==> config.mk <==
export PLATFORM = sky130hd
export DESIGN_NAME = alu_ctrl_seq
export DESIGN_NICKNAME = d
export VERILOG_FILES = /design/src/rtl/alu_ctrl_pkg.sv /design/src/rtl/alu_ctrl_dec.sv /design/src/rtl/alu_ctrl_seq.sv
export SDC_FILE = /design/constraint.sdc
export NUM_CORES = 1
export LEC_CHECK = 0
export ABC_AREA = 0
export CAP_MARGIN = 20
export CORE_ASPECT_RATIO = 2
export CORE_UTILIZATION = 44
export DETAILED_ROUTE_END_ITERATION = 12
export GPL_TIMING_DRIVEN = 0
export PLACE_DENSITY = 0.86
export RECOVER_POWER = 50
export SLEW_MARGIN = 20
export SYNTH_ARGS = -nofsm -noshare
export SYNTH_HDL_FRONTEND = slang
export SYNTH_HIERARCHICAL = 1
export SYNTH_SLANG_ARGS = --single-unit
==> constraint.sdc <==
create_clock -name clk -period 1.57 [get_ports clk]
set_input_delay 0.157 -clock clk [delete_from_list [all_inputs] [get_ports clk]]
set_output_delay 0.157 -clock clk [all_outputs]
set_load 0.02 [all_outputs]
==> src/rtl/alu_ctrl_pkg.sv <==
// Shared encodings for the registered ALU control decoder and its MD sequencer.
package alu_ctrl_pkg;

   localparam logic [2:0] AluOpAdd   = 3'b000;
   localparam logic [2:0] AluOpSub   = 3'b001;
   localparam logic [2:0] AluOpRtype = 3'b010;
   localparam logic [2:0] AluOpAnd   = 3'b011;
   localparam logic [2:0] AluOpOr    = 3'b100;
   localparam logic [2:0] AluOpSlt   = 3'b101;
   localparam logic [2:0] AluOpLui   = 3'b110;
   localparam logic [2:0] AluOpXor   = 3'b111;

   localparam logic [3:0] CtrlAnd  = 4'b0000;
   localparam logic [3:0] CtrlOr   = 4'b0001;
   localparam logic [3:0] CtrlAdd  = 4'b0010;
   localparam logic [3:0] CtrlXor  = 4'b0011;
   localparam logic [3:0] CtrlNor  = 4'b0100;
   localparam logic [3:0] CtrlSltu = 4'b0101;
   localparam logic [3:0] CtrlSub  = 4'b0110;
   localparam logic [3:0] CtrlSlt  = 4'b0111;
   localparam logic [3:0] CtrlSll  = 4'b1000;
   localparam logic [3:0] CtrlSrl  = 4'b1001;
   localparam logic [3:0] CtrlSra  = 4'b1010;
   localparam logic [3:0] CtrlLui  = 4'b1011;
   localparam logic [3:0] CtrlNop  = 4'b1111;

   localparam logic [5:0] FunctAnd  = 6'b100100;
   localparam logic [5:0] FunctOr   = 6'b100101;
   localparam logic [5:0] FunctXor  = 6'b100110;
   localparam logic [5:0] FunctNor  = 6'b100111;
   localparam logic [5:0] FunctSlt  = 6'b101010;
   localparam logic [5:0] FunctSltu = 6'b101011;
   localparam logic [5:0] FunctSll  = 6'b000000;
   localparam logic [5:0] FunctSrl  = 6'b000010;
   localparam logic [5:0] FunctSra  = 6'b000011;
   localparam logic [5:0] FunctJr   = 6'b001000;

   typedef enum logic [1:0] {
      MdMult  = 2'b00,
      MdMultu = 2'b01,
      MdDiv   = 2'b10,
      MdDivu  = 2'b11
   } md_op_e;

   typedef enum logic {
      StIdle,
      StBusy
   } state_e;

endpackage

==> src/rtl/alu_ctrl_dec.sv <==
// Combinational decode of {ALUOp, funct} into ALU control, jr, illegal and MD detect.
module alu_ctrl_dec
   import alu_ctrl_pkg::*;
#(
   parameter int unsigned CTRL_W = 4
) (
   input  logic [2:0]        alu_op_i,
   input  logic [5:0]        funct_i,
   output logic [CTRL_W-1:0] alu_ctrl_o,
   output logic              jr_o,
   output logic              illegal_o,
   output logic              is_md_o
);

   logic [3:0] code;

   always_comb begin
      code      = CtrlAdd;
      jr_o      = 1'b0;
      illegal_o = 1'b0;
      is_md_o   = 1'b0;
      unique case (alu_op_i)
         AluOpAdd: code = CtrlAdd;
         AluOpSub: code = CtrlSub;
         AluOpAnd: code = CtrlAnd;
         AluOpOr:  code = CtrlOr;
         AluOpSlt: code = CtrlSlt;
         AluOpLui: code = CtrlLui;
         AluOpXor: code = CtrlXor;
         AluOpRtype: begin
            casez (funct_i)
               6'b10000?: code = CtrlAdd;
               6'b10001?: code = CtrlSub;
               FunctAnd:  code = CtrlAnd;
               FunctOr:   code = CtrlOr;
               FunctXor:  code = CtrlXor;
               FunctNor:  code = CtrlNor;
               FunctSlt:  code = CtrlSlt;
               FunctSltu: code = CtrlSltu;
               FunctSll:  code = CtrlSll;
               FunctSrl:  code = CtrlSrl;
               FunctSra:  code = CtrlSra;
               FunctJr: begin
                  code = CtrlNop;
                  jr_o = 1'b1;
               end
               6'b0110??: begin
                  code    = CtrlNop;
                  is_md_o = 1'b1;
               end
               default: begin
                  code      = CtrlAdd;
                  illegal_o = 1'b1;
               end
            endcase
         end
         default: code = CtrlAdd;
      endcase
   end

   assign alu_ctrl_o = CTRL_W'(code);

endmodule

==> src/rtl/alu_ctrl_seq.sv <==
// Registered ALU control decoder with an issue handshake and a mult/div latency sequencer.
module alu_ctrl_seq
   import alu_ctrl_pkg::*;
#(
   parameter int unsigned CTRL_W  = 4,
   parameter int unsigned MUL_LAT = 32,
   parameter int unsigned DIV_LAT = 32
) (
   input  logic              clk,
   input  logic              rst_n,
   input  logic              in_valid_i,
   output logic              in_ready_o,
   input  logic [2:0]        alu_op_i,
   input  logic [5:0]        funct_i,
   input  logic              flush_i,
   output logic              ctrl_valid_o,
   output logic [CTRL_W-1:0] alu_ctrl_o,
   output logic              jr_o,
   output logic              illegal_o,
   output logic              md_start_o,
   output logic [1:0]        md_op_o,
   output logic              md_busy_o,
   output logic              md_done_o,
   output logic              stall_o
);

   localparam int unsigned MaxLat = (MUL_LAT > DIV_LAT) ? MUL_LAT : DIV_LAT;
   localparam int unsigned CntW   = (MaxLat > 1) ? $clog2(MaxLat) : 1;
   localparam logic [CntW-1:0] MulLoad = CntW'(MUL_LAT - 1);
   localparam logic [CntW-1:0] DivLoad = CntW'(DIV_LAT - 1);

   state_e              state_q;
   logic [CntW-1:0]     cnt_q;
   logic                ctrl_valid_q;
   logic [CTRL_W-1:0]   alu_ctrl_q;
   logic                jr_q;
   logic                illegal_q;
   logic                md_start_q;
   md_op_e              md_op_q;
   logic                md_busy_q;
   logic                md_done_q;

   logic [CTRL_W-1:0]   dec_ctrl;
   logic                dec_jr;
   logic                dec_illegal;
   logic                dec_is_md;
   logic                issue;

   alu_ctrl_dec #(
      .CTRL_W (CTRL_W)
   ) u_dec (
      .alu_op_i   (alu_op_i),
      .funct_i    (funct_i),
      .alu_ctrl_o (dec_ctrl),
      .jr_o       (dec_jr),
      .illegal_o  (dec_illegal),
      .is_md_o    (dec_is_md)
   );

   assign in_ready_o = (state_q == StIdle);
   assign issue      = in_valid_i & in_ready_o;

   always_ff @(posedge clk or negedge rst_n) begin
      if (!rst_n) begin
         state_q      <= StIdle;
         cnt_q        <= '0;
         ctrl_valid_q <= 1'b0;
         alu_ctrl_q   <= CTRL_W'(CtrlAdd);
         jr_q         <= 1'b0;
         illegal_q    <= 1'b0;
         md_start_q   <= 1'b0;
         md_op_q      <= MdMult;
         md_busy_q    <= 1'b0;
         md_done_q    <= 1'b0;
      end else begin
         ctrl_valid_q <= 1'b0;
         md_start_q   <= 1'b0;
         md_done_q    <= 1'b0;
         // Flush beats both a new issue and counter expiry; decoded fields are kept.
         if (flush_i) begin
            state_q   <= StIdle;
            cnt_q     <= '0;
            md_busy_q <= 1'b0;
         end else begin
            unique case (state_q)
               StIdle: begin
                  if (issue) begin
                     ctrl_valid_q <= 1'b1;
                     alu_ctrl_q   <= dec_ctrl;
                     jr_q         <= dec_jr;
                     illegal_q    <= dec_illegal;
                     if (dec_is_md) begin
                        state_q    <= StBusy;
                        md_start_q <= 1'b1;
                        md_op_q    <= md_op_e'(funct_i[1:0]);
                        cnt_q      <= funct_i[1] ? DivLoad : MulLoad;
                        md_busy_q  <= 1'b1;
                     end
                  end
               end
               StBusy: begin
                  if (cnt_q == '0) begin
                     state_q   <= StIdle;
                     md_done_q <= 1'b1;
                     md_busy_q <= 1'b0;
                  end else begin
                     cnt_q <= cnt_q - CntW'(1);
                  end
               end
               default: state_q <= StIdle;
            endcase
         end
      end
   end

   assign ctrl_valid_o = ctrl_valid_q;
   assign alu_ctrl_o   = alu_ctrl_q;
   assign jr_o         = jr_q;
   assign illegal_o    = illegal_q;
   assign md_start_o   = md_start_q;
   assign md_op_o      = md_op_q;
   assign md_busy_o    = md_busy_q;
   assign md_done_o    = md_done_q;
   assign stall_o      = md_busy_q;

endmodule

==> results of run 1 <==
## sequential cells by signal (all words and copies together) (netlist names)
name and count:
illegal_o 1, md_busy_o 1, alu_ctrl_o 4, state_q 1, cnt_q 5, md_start_o 1
md_done_o 1, md_op_o 2, ctrl_valid_o 1, jr_o 1
## worst min-delay path by stage
stage                     slack [ps]     startpoint  depth (start not counted)            end
after floorplan                 -140          rst_n                          0  alu_ctrl_o[0]
after global placement           490     md_op_o[1]                          1     md_op_o[1]
after detailed placement         500  alu_ctrl_o[2]                          1  alu_ctrl_o[2]
after CTS                        310     funct_i[1]                          2     md_op_o[1]
after global routing             310     funct_i[1]                          2     md_op_o[1]
final                            310     funct_i[1]                          2     md_op_o[1]
## power by group through the flow
stage / clock network [mW] / logic [mW] / registers, mW
3_3_place_gp: 0 / 0.232 / 0.505
5_1_grt: 0.408 / 0.284 / 0.498
3_5_place_dp: 0 / 0.241 / 0.506
4_1_cts: 0.394 / 0.253 / 0.497
6_report: 0.384 / 0.267 / 0.497
2_1_floorplan: 0 / 0.107 / 0.530
## routing by layer
metal,routed length (um),vias up,global-route usage (%)
met1,1130,578,21.6
met4,167,0,16.9
met2,2040,52,49.6
li1,-,535,-
met3,119,17,2.33
met5,0,-,0
## cells in the mapped netlist (3+ instances only)
cell type   n
buf_4       3
o21ai_0     7
a21oi_1    10
and3b_1     3
mux2_2      9
a31oi_1     4
nor3_1      3
o21ai_1     3
inv_1       7
buf_6       3
o211ai_1    3
dfrtp_1    17
nand2b_1    4
nand2_1     9
nor2_1      7
## final cells by class
type,count,area [sq um],area share [%]
clock buffers,4,55.1,3.22
inverters,7,26.3,1.54
plain buffers,9,83.8,4.91
flip-flops and latches,18,452,26.4
well taps,28,35.0,2.05
multi-input cells,93,731,42.8
repair buffers,37,325,19.0
## logic make-up after synthesis
group           count (synthesis)  synth area share, %
compound gates                 40                 22.4
xor+xnor                        1                0.736
fa+ha+maj                       1                 1.05
buf+inv                        16                 8.10
flops                          18                 38.0
mux                             9                 8.52
simple gates                   42                 21.2
## through the flow
stage               util (%)  instance area (sq um)  instances
floorplan                  -                   1190        127
global placement        57.1                   1470        179
detailed placement      57.1                   1470        179
CTS                     64.2                   1650        191
global route            66.5                   1710        196
finish                  66.5                   1710        196
## worst max-delay path, cell delays in order (launching register included)
cell and delay [ps]:
dfrtp_1 400, inv_2 90, ha_4 140, or4b_4 500, and2_4 180, o31a_1 260
## repair_timing
action / in CTS / in global routing
setup buffers: 8 / 5
pin swaps: 7 / 3
cloned: 0 / 0
gates resized for setup: 30 / 10
endpoints found under the setup margin: 13 / 14
==> results.py, run 1 <==
metrics = {
    "power_and_ir_drop": {
        "combPwrFrac_pct": 23.3,
        "p_leak_nw": 0.745,
        "peakVddDrop_mv": 0.578,
        "powerDensity_nw_per_um2": 672,
        "swShare_pct": 26.8,
        "seqPwrFrac_pct": 43.3,
        "power_mw": 1.15,
        "p_int_mw": 0.840,
        "clkPwrFrac_pct": 33.4,
        "switchingPower_mw": 0.307,
    },
    "routing": {
        "drt_iter0_drc": 40,
        "via_per_inst": 6.03,
        "drc": 0,
        "totalWireLength_um": 3450,
        "ant_nets": 0,
        "drtPass1Iterations": 4,
        "route.detailed.wl_per_inst_um": 17.6,
        "vias": 1182,
    },
    "run_status": {
        "violations": "negative setup slack",
        "status": "finished with violations",
    },
    "timing": {
        "worst_slack_ps": -107,
        "slew_headroom_pct": 45.7,
        "min_period_over_period_pct": 107,
        "fmaxAchievable_mhz": 596,
        "fin_worst_skew_ps": 2.13,
        "slew_violations": 0,
        "rsz0062_at_grt": "true",
        "fin_setup_tns_ps": -281,
        "finalSetupViolCount": 4,
        "tightest_slew_ps": 812,
        "timing.hold.ws_ps": 308,
        "fin_crit_ps": 1680,
        "hold_viol_final": 0,
    },
    "clock_network": {
        "cts_tree": "done",
        "cts_buffers": 3,
        "clk_pin_slew_ps": 60,
        "htree_num_levels": 1,
        "cts_sinks": 18,
        "cts_hold_buf": 0,
        "cts_buffer_depth": 2,
        "clock-root-buffer": "clkbuf_8",
        "clock_latency_ps": 260,
    },
    "worst_setup_path": {
        "critPathLaunchType": "flop",
        "timing.rr.end": "cnt_q[1]",
        "arrival_ps": 1830,
        "reg2reg_slack_ps": -110,
        "crit_path_max_fanout": 3,
        "rr_startpoint": "cnt_q[0]",
        "r2r_cells": 5,
        "worstPathRequired_ps": 1720,
        "crit_type": "reg2reg",
        "cp-end-kind": "flop",
        "critical_path.endpoint": "cnt_q[1]",
        "startpoint": "cnt_q[0]",
    },
    "global_route": {
        "grt_pass1_vias": 1217,
        "grt_max_degree": 19,
        "grt_pass1_wl_um": 5130,
        "grt_antenna_before_repair": 0,
        "grt_usage_pct": 25.2,
        "grt-ovfl-total": 0,
    },
    "floorplan": {
        "rows": 26,
        "start_util_pct": 46.3,
        "coreArea_sq_um": 2570,
        "die_w_um": 38.8,
        "ios": 27,
        "dieArea_sq_um": 2930,
        "die_height_um": 75.5,
    },
    "cells_and_area": {
        "drive_above_1_share_pct": 34.5,
        "final_common_cell": "dfrtp_1",
        "antenna_cells": 0,
        "fillers": 209,
        "syn_to_final_growth_pct": 43.5,
        "final_cell_mix": "17 x dfrtp_1, 14 x clkdlybuf4s50_1, 13 x buf_4, 10 x a21oi_1, 9 x mux2_2",
        "fin_nets": 183,
    },
    "synthesis": {
        "synth_flop_cell": "dfrtp_1",
        "ys_warn_count": 6,
        "syn-num-nets": 141,
        "synth_area_per_cell_sq_um": 9.37,
        "async_reset_ff_share_pct": 100,
        "synth_top_area_share_pct": 35.8,
        "synth_edf_count": 0,
        "synth.distinct_cells": 45,
        "seq_area_frac_synth_pct": 38.0,
        "yosys-top-cells-area": "dfrtp_1 36%, mux2_2 8.5%, a21oi_1 4.2%",
        "syn_area_sq_um": 1190,
        "ys_ff_latch": 18,
        "yosysTopAreaCell": "dfrtp_1",
        "syn_inst": 127,
    },
    "worst_hold_path": {
        "hp-class": "in2reg",
    },
    "placement": {
        "portBuffers": 24,
        "pre_cts_slack_ps": -856,
        "dpl.hpwl_um": 2200,
        "gp_congestion": 0.822,
    },
    "run": {
        "maxCapViolCount": 0,
    },
}
No activity file was read; power rests on OpenSTA's default activity.
==> run 2, diff against run 1 <==
--- a/config.mk
+++ b/config.mk
@@ -8,6 +8,7 @@
 export ABC_AREA = 0
 export CAP_MARGIN = 20
 export CORE_ASPECT_RATIO = 2
+export CORE_MARGIN = 2
 export CORE_UTILIZATION = 44
 export DETAILED_ROUTE_END_ITERATION = 12
 export GPL_TIMING_DRIVEN = 0
==> run 2 against run 1 <==
The flow still finishes with violations (negative setup slack); critical endpoint unchanged; largest power group unchanged; sequential power hardly changed; core utilization down 2.3 points; cell area decreased by 3.5%; register-to-register slack hardly changed; critical path depth unchanged; die area increased by 7.9%.
==> results.py, run 2 (same netlist as run 1, synthesis figures left out) <==
metrics = {
    "run_status": {
        "status": "finished with violations",
        "violations": "negative setup slack",
    },
    "power_and_ir_drop": {
        "p_leak_nw": 0.710,
        "seqPwrFrac_pct": 44.2,
        "switchingPower_mw": 0.294,
        "combPwrFrac_pct": 22.4,
        "swShare_pct": 26.2,
        "clkPwrFrac_pct": 33.4,
        "p_int_mw": 0.831,
        "peakVddDrop_mv": 0.638,
        "powerDensity_nw_per_um2": 683,
        "power_mw": 1.13,
    },
    "worst_setup_path": {
        "crit_slowest_cell": "or4b_4",
        "r2r_cells": 5,
        "crit_path_max_fanout": 4,
        "max_stage_delay_ps": 510,
        "crit_chain": "inv_2 -> ha_4 -> or4b_4 -> and2_4 -> o31a_1",
        "crit_type": "reg2reg",
        "cp.depth": 5,
        "cp-end-kind": "flop",
        "worstPathRequired_ps": 1710,
        "crit_family": "simple AND/OR/NAND/NOR gates",
        "crit_buf_inv": 1,
        "arrival_ps": 1820,
        "critPathLaunchType": "flop",
    },
    "cells_and_area": {
        "seqCellArea_sq_um": 452,
        "antenna_cells": 0,
        "largest_reg_flops": 5,
        "final_cell_mix": "17 x dfrtp_1, 14 x clkdlybuf4s50_1, 10 x a21oi_1, 9 x mux2_2",
        "final_common_cell": "dfrtp_1",
        "syn_to_final_growth_pct": 38.5,
        "drive_above_1_share_pct": 30.4,
        "largest_register": "cnt_q",
        "fin_cells": 189,
        "fin_nets": 176,
        "multiInputGateArea_sq_um": 723,
        "fillers": 206,
    },
    "floorplan": {
        "rows": 26,
        "die_w_um": 40.8,
        "die_height_um": 77.5,
        "start_util_pct": 46.3,
        "coreArea_sq_um": 2570,
        "dieArea_sq_um": 3160,
        "ios": 27,
    },
    "routing": {
        "drtPass1Iterations": 5,
        "route.detailed.wl_per_inst_um": 17.8,
        "drc": 0,
        "ant_nets": 0,
        "vias": 1164,
        "via_per_inst": 6.16,
        "drt_iter0_drc": 35,
        "totalWireLength_um": 3370,
    },
    "placement": {
        "dp.cells": 179,
        "dpl.hpwl_um": 2130,
        "portBuffers": 24,
        "gp_congestion": 0.741,
    },
    "timing": {
        "rsz0062_at_grt": "true",
        "slew_headroom_pct": 47.2,
        "hold_viol_final": 0,
        "finalSetupViolCount": 10,
        "fin_worst_skew_ps": 1.11,
        "timing.hold.ws_ps": 316,
        "tightest_slew_ps": 790,
        "min_period_over_period_pct": 107,
        "worst_slack_ps": -110,
        "fin_crit_ps": 1680,
        "slew_violations": 0,
        "fmaxAchievable_mhz": 595,
    },
    "run": {
        "maxCapViolCount": 0,
    },
    "worst_hold_path": {
        "min_path_cells": 2,
        "hp-class": "in2reg",
    },
    "clock_network": {
        "cts_buffers": 3,
        "clock_latency_ps": 250,
        "cts_buffer_depth": 2,
        "clock-root-buffer": "clkbuf_8",
        "cts_hold_buf": 0,
        "clk_pin_slew_ps": 60,
        "cts_tree": "done",
        "htree_num_levels": 1,
        "cts_sinks": 18,
    },
    "global_route": {
        "grt_max_degree": 19,
        "grt_antenna_before_repair": 0,
        "grt_pass1_vias": 1135,
        "grt_pass1_wl_um": 5070,
        "grt-ovfl-total": 0,
        "grt_usage_pct": 22.6,
    },
}
[run 2: power by group through the flow]
stage	sequential, mW	combinational (mW)	clock, mW
after CTS	0.497	0.247	0.382
after global routing	0.500	0.270	0.400
after floorplan	0.530	0.107	0
after detailed placement	0.506	0.238	0
after global placement	0.505	0.232	0
final	0.498	0.251	0.376
[run 2: worst paths after layout]
kind / slack, ps / end / start
hold / removal: 320 / md_op_o[1] / funct_i[1]
max in group asynchronous: 650 / md_start_o / rst_n
setup reg to reg: -110 / cnt_q[1] / cnt_q[0]
setup / recovery: -110 / cnt_q[1] / cnt_q[0]
min in group asynchronous: 430 / md_busy_o / rst_n
hold reg to reg: 510 / md_op_o[1] / md_op_o[1]
[run 2: cell type report]
class | instances | share of cell area (%)
inverter | 7 | 1.59
tap | 28 | 2.13
timing repair buffer | 30 | 16.6
multi-input combinational | 93 | 43.9
sequential | 18 | 27.4
clock buffer | 4 | 3.34
buffer | 9 | 5.09
[run 2: what timing repair did]
action	in CTS	in global routing
setup endpoints to repair	14	14
pin swaps	5	5
buffers inserted	6	0
gates cloned	0	0
gates resized for setup	27	7
[run 2: metal layers]
metal	part of all wire, %	up-vias	global-route usage (%)
li1	-	527	-
met1	36	569	22.6
met2	55	54	37.6
met3	4.8	14	5.14
met4	4.4	0	15.0
met5	0	-	0
[run 2: metrics by stage]
stage               cell area, sq um  util (%)  setup slack [ps]  TNS, ps
CTS                             1620      63.1              -103     -331
detailed placement              1470      57.1              -838    -6400
global route                    1650      64.1              -148     -916
floorplan                       1190         -             -67.3    -97.6
global placement                1470      57.1              -686    -4770
finish                          1650      64.1              -110     -389
==> run 3, diff against run 2 <==
--- a/config.mk
+++ b/config.mk
@@ -5,11 +5,10 @@
 export SDC_FILE = /design/constraint.sdc
 export NUM_CORES = 1
 export LEC_CHECK = 0
-export ABC_AREA = 0
+export ABC_AREA = 1
 export CAP_MARGIN = 20
-export CORE_ASPECT_RATIO = 2
 export CORE_MARGIN = 2
-export CORE_UTILIZATION = 44
+export CORE_UTILIZATION = 43
 export DETAILED_ROUTE_END_ITERATION = 12
 export GPL_TIMING_DRIVEN = 0
 export PLACE_DENSITY = 0.86
==> run 3 against run 2 <==
The flow now finishes without violations; critical path type is now reg2out; critical path depth down 4; cell count up 15%; combinational power down 18%; global-route usage down 3.8 points; core utilization down 3.8 points; highest routed layer unchanged; die area down 5.6%; sequential share of layout area up 3.1 points; register-to-register slack better by 350 ps; via count down 5.0%; count of clock-buffer cells in the layout unchanged.
==> results.py, run 3 <==
metrics = {
    "global_route": {
        "grt_usage_pct": 18.8,
        "grt_pass1_vias": 1006,
        "grt_max_degree": 19,
        "grt_pass1_wl_um": 4060,
        "grt-ovfl-total": 0,
        "grt_antenna_before_repair": 0,
    },
    "timing": {
        "fin_crit_ps": 1450,
        "min_period_over_period_pct": 92.2,
        "finalSetupViolCount": 0,
        "rsz0062_at_grt": "false",
        "tightest_slew_ps": 776,
        "slew_violations": 0,
        "slew_headroom_pct": 48.1,
        "fin_worst_skew_ps": 2.87,
        "fin_setup_tns_ps": 0,
        "hold_viol_final": 0,
        "fmaxAchievable_mhz": 691,
    },
    "routing": {
        "vias": 1106,
        "totalWireLength_um": 2470,
        "via_per_inst": 5.07,
        "route.detailed.wl_per_inst_um": 11.3,
        "drt_iter0_drc": 16,
        "ant_nets": 0,
        "drtPass1Iterations": 4,
        "drc": 0,
    },
    "floorplan": {
        "start_util_pct": 44.9,
        "coreArea_sq_um": 2450,
        "ios": 27,
        "dieArea_sq_um": 2980,
        "rows": 18,
        "die_w_um": 54.6,
        "die_height_um": 54.6,
    },
    "cells_and_area": {
        "largest_register": "cnt_q",
        "fin_util_pct": 60.3,
        "final_cell_mix": "57 x nand2_1, 22 x clkdlybuf4s50_1, 17 x dfrtp_1, 14 x inv_1, 14 x nand3_1",
        "final_common_cell": "nand2_1",
        "fin_nets": 203,
        "antenna_cells": 0,
        "syn_to_final_growth_pct": 34.3,
        "largest_reg_flops": 5,
        "drive_above_1_share_pct": 19.1,
    },
    "run": {
        "maxCapViolCount": 0,
    },
    "synthesis": {
        "async_reset_ff_share_pct": 100,
        "syn-num-nets": 169,
        "seq_area_frac_synth_pct": 41.0,
        "syn_inst": 155,
        "yosys.area_share.simple_pct": 43.1,
        "yosys-top-cells-area": "dfrtp_1 39%, nand2_1 20%, nand3_1 6.4%",
        "yosysTopAreaCell": "dfrtp_1",
        "ys_warn_count": 6,
        "synth_top_area_share_pct": 38.6,
        "synth_edf_count": 0,
        "syn_area_sq_um": 1100,
        "yosys.area_share.xor_xnor_pct": 0.795,
        "synth.distinct_cells": 26,
        "synth_area_per_cell_sq_um": 7.11,
        "synth_flop_cell": "dfrtp_1",
        "synth_fa_ha_area_share_pct": 1.14,
        "synth_most_common_cell": "nand2_1",
        "ys_ff_latch": 18,
        "synthTopCellsByCount": "58 x nand2_1, 17 x dfrtp_1, 16 x inv_1",
        "synth_top_family_by_area": "simple AND/OR/NAND/NOR gates",
        "synth_mux_area_share_pct": 0,
        "synth-compound-area-share_pct": 5.68,
    },
    "worst_setup_path": {
        "crit_family": "buffers and inverters",
        "crit_buf_inv": 1,
        "arrival_ps": 1290,
        "crit_path_max_fanout": 3,
        "rr_startpoint": "cnt_q[0]",
        "cp-end-kind": "output port",
        "max_stage_delay_ps": 610,
        "crit_type": "reg2out",
        "crit_chain": "clkdlybuf4s50_1",
        "crit_slowest_cell": "clkdlybuf4s50_1",
        "worstPathRequired_ps": 1410,
        "critPathLaunchType": "flop",
        "startpoint": "md_busy_o",
    },
    "clock_network": {
        "clock-root-buffer": "clkbuf_4",
        "htree_num_levels": 1,
        "cts_sinks": 18,
        "cts_buffer_depth": 2,
        "clock_latency_ps": 300,
        "cts_tree": "done",
        "cts_buffers": 3,
        "clk_pin_slew_ps": 100,
    },
    "power_and_ir_drop": {
        "p_leak_nw": 0.767,
        "peakVddDrop_mv": 0.422,
        "powerDensity_nw_per_um2": 669,
    },
    "run_status": {
        "status": "complete, no violations",
    },
    "placement": {
        "gp_congestion": 0.834,
        "portBuffers": 26,
        "dpl.hpwl_um": 1870,
    },
    "worst_hold_path": {
        "hp-class": "in2async",
    },
}
-- run 3: cell types whose count changed after synthesis, moves of 5 or more --
cell     delta
nand2_1    +49
nand3_1    +14
a21oi_1     -9
inv_1       +9
mux2_2      -9
nor2_1      +6
o21ai_0     -5
-- run 3: kinds of logic after synthesis --
family | Yosys count
flip-flops | 18
buffers and inverters | 22
AO/OA/AOI/OAI | 10
adder cells (fa/ha/maj) | 1
AND/OR/NAND/NOR | 103
XOR/XNOR | 1
-- run 3: path summary, 6_finish.rpt --
kind	to	slack [ps]	depth (start not counted)
worst max register to register	cnt_q[0]	240	7
min in group clk	md_op_o[1]	490	2
worst min register to register	md_op_o[1]	490	2
max in group asynchronous	ctrl_valid_o	730	1
worst min-delay path	md_done_o	360	1
worst max-delay path	md_busy_o	120	1
-- run 3: stage by stage --
| stage | instances | setup slack [ps] | instance area [sq um] | hold slack, ps | power, mW |
|---|---|---|---|---|---|
| 4_1_cts | 218 | 5.15 | 1480 | 320 | 1.00 |
| 5_1_grt | 218 | 11.1 | 1480 | 450 | 1.04 |
| 3_3_place_gp | 211 | -601 | 1400 | 460 | 0.697 |
| 6_report | 218 | 123 | 1480 | 363 | 0.990 |
| 2_1_floorplan | 155 | 129 | 1100 | -139 | 0.601 |
| 3_5_place_dp | 211 | -662 | 1400 | 469 | 0.703 |
-- run 3: area by class of cell --
cell class | count | area, sq um
plain buffers | 1 | 7.51
clock buffers | 4 | 36.3
fillers | 228 | 975
inverters | 21 | 83.8
multi-input cells | 115 | 589
flip-flops and latches | 18 | 452
well taps | 30 | 37.5
repair buffers | 29 | 274
-- run 3: where the power goes --
part | total, mW | internal, mW | switching, mW
Combinational | 0.207 | 0.0876 | 0.119
Clock | 0.290 | 0.142 | 0.148
Sequential | 0.494 | 0.484 | 0.00964
Total | 0.990 | 0.714 | 0.277
-- run 3: repair_timing --
action / 4_1_cts / 5_1_grt
pin swaps: 4 / 2
hold buffers: 0 / 0
cloned: 0 / 0
resized for setup: 7 / 6
setup buffers: 3 / 0
setup endpoints to repair: 12 / 11
-- run 3: routing by layer --
metal | GRT usage [%] | vias to the layer above | share of wire [%]
met1 | 21.3 | 521 | 44
met3 | 1.64 | 5 | 4.1
met2 | 35.5 | 25 | 51
li1 | - | 555 | -
met5 | 0 | - | 0
met4 | 7.50 | 0 | 1.7
